--- src/rtl/fs_bist_ctrl.sv ---
// BIST controller for a 1-bit full subtractor: applies four sensitising vectors,
// packs the responses into an 8-bit signature and decodes stuck-at-0 inputs.
module fs_bist_ctrl #(
  parameter int unsigned SETTLE = 2
) (
  input  logic       clk,
  input  logic       rst_n,
  input  logic       start,
  input  logic       dut_d,
  input  logic       dut_bout,
  output logic       tv_a,
  output logic       tv_b,
  output logic       tv_bin,
  output logic       busy,
  output logic       done,
  output logic       pass,
  output logic [2:0] fault_mask,
  output logic       unknown,
  output logic [7:0] signature
);

  typedef enum logic [1:0] {IDLE, APPLY, EVAL, DONE} state_t;

  state_t     state, state_nxt;
  logic [1:0] vec_idx;
  logic [3:0] cnt;
  logic [2:0] tv;
  logic       launch;
  logic       sample;

  // Vector order 111, 110, 101, 100: A always high, {B,Bin} counts down.
  function automatic logic [2:0] vec_of(input logic [1:0] idx);
    return {1'b1, ~idx[1], ~idx[0]};
  endfunction

  // Returns {pass, unknown, fault_mask}.
  function automatic logic [4:0] decode(input logic [7:0] sig);
    case (sig)
      8'hC2:   return {1'b1, 1'b0, 3'b000};
      8'h7C:   return {1'b0, 1'b0, 3'b100};
      8'h22:   return {1'b0, 1'b0, 3'b010};
      8'h0A:   return {1'b0, 1'b0, 3'b001};
      8'hAA:   return {1'b0, 1'b0, 3'b011};
      8'hCC:   return {1'b0, 1'b0, 3'b110};
      8'hF0:   return {1'b0, 1'b0, 3'b101};
      8'h00:   return {1'b0, 1'b0, 3'b111};
      default: return {1'b0, 1'b1, 3'b000};
    endcase
  endfunction

  always_ff @(posedge clk or negedge rst_n) begin
    if (!rst_n) state <= IDLE;
    else        state <= state_nxt;
  end

  always_comb begin
    state_nxt = state;
    launch    = 1'b0;
    sample    = 1'b0;
    case (state)
      IDLE, DONE: begin
        if (start) begin
          state_nxt = APPLY;
          launch    = 1'b1;
        end
      end
      APPLY: begin
        if (cnt == 4'(SETTLE - 1)) begin
          sample = 1'b1;
          if (vec_idx == 2'd3) state_nxt = EVAL;
        end
      end
      EVAL:    state_nxt = DONE;
      default: state_nxt = IDLE;
    endcase
  end

  always_ff @(posedge clk or negedge rst_n) begin
    if (!rst_n) begin
      vec_idx    <= '0;
      cnt        <= '0;
      tv         <= '0;
      done       <= 1'b0;
      pass       <= 1'b0;
      unknown    <= 1'b0;
      fault_mask <= '0;
      signature  <= '0;
    end else if (launch) begin
      vec_idx    <= '0;
      cnt        <= '0;
      tv         <= vec_of(2'd0);
      done       <= 1'b0;
      pass       <= 1'b0;
      unknown    <= 1'b0;
      fault_mask <= '0;
      signature  <= '0;
    end else if (state == APPLY) begin
      if (sample) begin
        case (vec_idx)
          2'd0:    signature[7:6] <= {dut_d, dut_bout};
          2'd1:    signature[5:4] <= {dut_d, dut_bout};
          2'd2:    signature[3:2] <= {dut_d, dut_bout};
          default: signature[1:0] <= {dut_d, dut_bout};
        endcase
        cnt <= '0;
        if (vec_idx != 2'd3) begin
          vec_idx <= vec_idx + 2'd1;
          tv      <= vec_of(vec_idx + 2'd1);
        end else begin
          tv <= '0;
        end
      end else begin
        cnt <= cnt + 4'd1;
      end
    end else if (state == EVAL) begin
      {pass, unknown, fault_mask} <= decode(signature);
      done                        <= 1'b1;
    end
  end

  assign {tv_a, tv_b, tv_bin} = tv;
  assign busy = (state == APPLY) || (state == EVAL);

endmodule

--- config.mk ---
export PLATFORM = sky130hd
export DESIGN_NAME = fs_bist_ctrl
export DESIGN_NICKNAME = d
export VERILOG_FILES = /design/src/rtl/fs_bist_ctrl.sv
export SDC_FILE = /design/constraint.sdc
export NUM_CORES = 1
export LEC_CHECK = 0
export CORE_ASPECT_RATIO = 0.75
export CORE_MARGIN = 2
export CORE_UTILIZATION = 49
export DETAILED_ROUTE_END_ITERATION = 12
export HOLD_SLACK_MARGIN = 0.12
export PLACE_DENSITY = 0.76
export SYNTH_ARGS = -nofsm -noshare
export SYNTH_HDL_FRONTEND = slang
export SYNTH_SLANG_ARGS = --single-unit
--- constraint.sdc ---
create_clock -name clk -period 1.4 [get_ports clk]
set_input_delay 0.28 -clock clk [delete_from_list [all_inputs] [get_ports clk]]
set_output_delay 0.28 -clock clk [all_outputs]
set_load 0.005 [all_outputs]
==> Yosys cells after proc, flatten, opt, wreduce, memory -nomap -nowiden <==
Index checks and enable logic that the tools add are counted.
Widths: inputs -> output; s select.
{ "word_totals": {"out_inout_bits": 18, "register_bits": 25, "elab_cells": 96, "in_bits": 5} }
{ "op_classes": {"eq_ne": 20, "n_bitwise": 2, "addsub": 2, "n_reduce_logical": 21, "muxes": 39} }
{ "ops": {"columns": ["op", "n"], "rows": [
  ["$pmux 5 s8", 1],
  ["$eq 8x8->1 const B", 4],
  ["$mux 8", 3],
  ["$mux 2", 11],
  ["$mux 3", 7],
  ["$reduce_and 3->1", 6],
  ["$reduce_bool 2->1", 7],
  ["$mux 1", 13],
  ["$mux 4", 3],
  ["$ne 2x2->1 const B", 5],
  ["$eq 2x2->1 const B", 4],
  ["$eq 8x4->1 const B", 1],
  ["$eq 8x6->1 const B", 1],
  ["$eq 8x7->1 const B", 1],
  ["$logic_not 8->1", 1],
  ["$pmux 2 s3", 1],
  ["$add 4x1->4 const B", 1],
  ["$eq 2x1->1 const B", 2],
  ["$eq 4x1->1 const B", 1],
  ["$logic_not 2->1", 2],
  ["$reduce_and 2->1", 2],
  ["$reduce_or 3->1", 1],
  ["$add 2x1->2 const B", 1],
  ["$ne 2x1->1 const B", 1],
  ["other kinds (3)", 4]
]} }

==> Depth between registers and ports, before layout <==
{ "depth": {"ltp_word": 6, "depth_mapped": 8, "ltp_nobuf": 6} }

==> Least setup slack after synthesis <==
OpenSTA, ideal clock, no wires.
{ "synth_timing": {"kind": "flip-flop to flip-flop", "from": "register state[0]", "to": "register fault_mask[1]", "path_buffers": 1, "t_arrival_ps": 1410, "path_stages_with_launch": 7, "setup_time_ps": 121, "t_required_ps": 1279, "synth_period_minus_slack_ps": 1531, "setup_slack_ps": -131, "path_cell_list": "dfrtp_1 inv_1 ha_1 and2_1 clkbuf_1 o21bai_1 a22o_1"} }
{ "synth_between": {"elab_chain_cells": 5, "word_cells_on_any_way": 10, "classes_between": "eq/ne: 4; mux: 2; reduce/logical: 4"} }
{ "synth_lines": {"columns": ["element", "line_no", "rtl"], "rows": [
  ["start, declared", "24", "state_t state, state_nxt;"],
  ["start signal, assigned", "53", "else state <= state_nxt;"],
  ["$eq 2x2->1 / $logic_not 2->1 (equally long branches)", "60", "case (state)"],
  ["$reduce_or 2->1", "60", null],
  ["$mux 1", "60", null],
  ["$ne 2x2->1 (no source line) / $reduce_bool 2->1 (equally long branches)", null, null],
  ["$reduce_and 2->1 (no source line)", null, null],
  ["end signal, assigned", "116", "{pass, unknown, fault_mask} <= decode(signature);"],
  ["end, declared", "17", "output logic [2:0] fault_mask,"]
]} }
Several ways; a longest one is shown, not always the timed one.
A chain may end at the register's enable or synchronous reset.

==> Final worst setup path <==
{ "layout_timing": {"from": "register state[1]", "to": "register signature[0]"} }
{ "layout_between": {"elab_chain_cells": 5, "word_cells_on_any_way": 11, "classes_between": "eq/ne: 3; mux: 3; reduce/logical: 5"} }
{ "layout_lines": {"columns": ["element", "line_no", "rtl"], "rows": [
  ["$eq 2x2->1 / $logic_not 2->1 (equally long branches)", "60", null],
  ["$reduce_or 2->1", "60", null],
  ["$mux 1", "60", null],
  ["$ne 2x1->1 (no source line) / $reduce_bool 2->1 (equally long branches)", null, null],
  ["$reduce_and 3->1 (no source line)", null, null],
  ["end signal, assigned", "103", "default: signature[1:0] <= {dut_d, dut_bout};"],
  ["end, declared", "19", "output logic [7:0] signature"]
]} }
Several ways; a longest one is shown, not always the timed one.

==> impl_metrics.csv <==
group,metric,value,unit
logic_synthesis,yosys-top-cells-area,"dfrtp_1 39%, ha_1 7.9%, nand2_1 5.7%",
worst_setup_path,ff2ff_path_depth,8,
clock_tree,clk_pin_slew_worst_paths,90,ps
route,number_of_drc_violations_after_detailed_routing,0,
worst_setup_path,setup.worst_path.start_class,"flip-flop",
min_path,worst_hold_path_type,"in2async",
global_routing,grt_util_all_layers,25.8,%
logic_synthesis,muxShareOfSynthArea,2.51,%
cells_and_area,final_cell_mix,"42 x buf_4, 20 x nand2_1, 17 x dfrtp_1",
place,dpl_worst_slack,-177,ps
route,routed_via_density,5.88,
floorplan,ioPinCount,23,
route,met2WireLength,2.58,mm
route,routedWlPerCell,18.1,um
global_routing,grt_pass1_wl,7.38,mm
power_and_ir_drop,sw_share,39.3,%
logic_synthesis,yosys.cell_types.count,41,
clock_tree,cts.hold.buffers_added,0,
logic_synthesis,ys_async_sr_fraction,100,%
logic_synthesis,synth.net_count,187,
cells_and_area,final_layout_size_suffix_gt1_share,43.8,%
global_routing,antenna_found_initial,0,
logic_synthesis,syn-instance-count,172,
power_and_ir_drop,pwr-share-comb,65.6,%
sta,setup-violations-final,22,
power_and_ir_drop,cellPowerDensity,1790,mW/mm^2
logic_synthesis,synth-compound-area-share,14.7,%
sta,tightestPinTransition,375,ps
route,drt_iter0_markers,112,
place,gp_congestion,0.864,
floorplan,core,0.00302,mm^2
sta,timing.final.ws_setup,-206,ps
route,m1_wl,2.03,mm
logic_synthesis,yosys_register_bits,25,
sta,slew-limit-headroom,75.0,%
sta,hold_slack,358,ps
global_routing,pin_count_of_the_biggest_net_entering_global_routing,26,
power_and_ir_drop,netSwitchingPower,1.73,mW
place,dp_hpwl,2.89,mm
place,port_buffers,22,
clock_tree,clock_tree.htree_level_count,1,
sta,timing.final.crit_period,1610,ps
clock_tree,cts_max_path_buffers,2,
run_status,violations_in_the_final_reports,"negative setup slack",
power_and_ir_drop,worst_ir_drop_vdd,1.06,mV
run_status,status,"complete, but fails checks",
power_and_ir_drop,share_seq_of_total_power,24.4,%
floorplan,die_w,69.8,um
sta,fmax,623,MHz
worst_setup_path,cp_data_required_time,1560,ps
floorplan,fp.dieArea,0.00373,mm^2
power_and_ir_drop,internal-power,2.68,mW
clock_tree,tritoncts,"done",
logic_synthesis,post_synth_fa_ha_maj_area_fraction,7.86,%
logic_synthesis,ys.warnings.count,0,
sta,fin_worst_skew,4.86,ps
worst_setup_path,timing.rr.start,"state[1]$_DFFE_PN0P_",
sta,finalHoldViolCount,0,
sta,final_min_period_over_clock_period,115,%
logic_synthesis,synth.top_cell.area_share,39.3,%
power_and_ir_drop,leakage,1.18,nW
global_routing,grt_pass1_vias,1608,
clock_tree,clkLatencyLatePin,280,ps
floorplan,fp.dieH,53.4,um
sta,report.final.slew_viol_count,0,
cells_and_area,layout_net_count,258,
floorplan,initial_core_util,52.7,%
logic_synthesis,synthesis.area_per_instance,9.26,um^2
cells_and_area,fin_area,0.00247,mm^2
clock_tree,clock-root-buffer,"clkbuf_8",
cells_and_area,antenna_cells,0,
cells_and_area,final_common_cell,"buf_4",
power_and_ir_drop,power.total,4.41,mW
floorplan,placement_rows,17,
logic_synthesis,ys_seq_area_share,39.3,%
worst_setup_path,crit_type,"reg2reg",
worst_setup_path,crit_path_max_fanout,7,
global_routing,grt-ovfl-total,0,
clock_tree,clock_sink_count,25,
route,topRoutingLayerUsed,"met4",
route,detailroute.wirelength.met3,281,um
worst_setup_path,end_kind,"flip-flop",
logic_synthesis,yosys.area_share.simple,27.7,%
worst_setup_path,crit_arrival,1770,ps
logic_synthesis,synth-main-ff-cell,"dfrtp_1",
job,max-cap-violations,0,
clock_tree,cts-buffers-inserted,3,
logic_synthesis,synth_area_leader_cell,"dfrtp_1",
worst_setup_path,reg2reg_to,"signature[0]$_DFFE_PN0P_",
route,postRouteAntennaNets,0,
place,dpl_cell_area,0.00199,mm^2
cells_and_area,fin_util,81.7,%
route,drt_pre_antenna_iters,4,
logic_synthesis,main_combinational_cell_family_by_area_after_synthesis,"simple AND/OR/NAND/NOR gates",
power_and_ir_drop,p_clk_share,10.0,%
sta,rsz0062_at_grt,"yes",
logic_synthesis,number_of_enable_type_register_cells_in_the_synthesized_netlist,0,
worst_setup_path,ff2ff_setup_slack,-210,ps
logic_synthesis,synth_area,0.00159,mm^2
route,detailroute.via_count,1647,
cells_and_area,areaGrowthSynthToFinish,54.9,%
route,totalWireLength,5.06,mm
logic_synthesis,synth-xor-area-share,1.65,%
## critical path: stages, from the launching register on
cell	delay, ps
dfrtp_1	410
buf_6	130
inv_4	50
ha_4	160
and4bb_2	280
buf_6	160
nand2_2	70
nand2_1	120
a21oi_1	90
## state kept, by name (all words and copies together), names as in the netlist
signal,flops
signature,8
vec_idx,2
unknown,1
state,2
cnt,4
tv,3
fault_mask,3
done,1
pass,1
## Yosys cell counts, drive strengths merged (3+ instances only)
cell type and instances:
dfrtp 25, nand2 24, nor2 16, a21oi 14, nand3 11, buf 10, ha 10, inv 7
o21ai 5, and2 4, and3b 4, mux2i 4, a22oi 3, and4bb 3, nand4 3, nor4 3
## worst max path at each step
stage                     cells after the start  slack (ps)                   endpoint            startpoint
after global placement                        4        -120                       busy  state[0]$_DFFE_PN0P_
final                                         8        -210   signature[0]$_DFFE_PN0P_  state[1]$_DFFE_PN0P_
after floorplan                               6          -2  fault_mask[1]$_DFFE_PN0P_  state[0]$_DFFE_PN0P_
after CTS                                     7        -100   signature[0]$_DFFE_PN0P_  state[1]$_DFFE_PN0P_
after detailed placement                      7        -180   signature[4]$_DFFE_PN0P_  state[1]$_DFFE_PN0P_
after global routing                          8        -230   signature[0]$_DFFE_PN0P_  state[1]$_DFFE_PN0P_
## per-layer routing
layer  up-vias  GRT usage [%]
li1        751              -
met1       813           28.2
met2        64           49.4
met3        19           6.48
met4         0           9.29
met5         -              0
## per-stage QoR
stage                     cells  TNS [ps]
after detailed placement    244     -2500
after global routing        280     -3170
after floorplan             172     -1.78
final                       280     -1900
after global placement      244      -831
after CTS                   273     -1420
## power groups by stage
stage	Combinational [mW]	Sequential (mW)	Clock, mW
global route	3.11	1.10	0.476
floorplan	1.24	1.07	0
global placement	1.92	1.11	0
finish	2.89	1.07	0.442
CTS	2.43	1.06	0.443
detailed placement	2.00	1.13	0
## layout make-up
class,instances,area (um^2)
Tap cell,38,47.5
Clock buffer,3,41.3
Sequential cell,25,636
Multi-Input combinational cell,129,1030
Timing Repair Buffer,77,681
Clock inverter,1,7.51
Inverter,7,28.8
Fill cell,177,553
## repair_timing
action	4_1_cts	5_1_grt
endpoints found under the setup margin	41	26
resized for setup	45	33
pin swaps	10	15
gates cloned	1	0
buffers inserted	25	7
## logic make-up (layout without fill, tap and decap cells)
| logic type | count (synthesis) | after routing |
|---|---|---|
| xor gates and xnor gates | 3 | 3 |
| adders and majority gates | 10 | 10 |
| AOI/OAI and AO/OA | 35 | 35 |
| DFF | 25 | 25 |
| muxes | 4 | 4 |
| buffers and inverters | 18 | 88 |
| and+or+nand+nor | 77 | 77 |
Power figures use the tool's default switching activity.
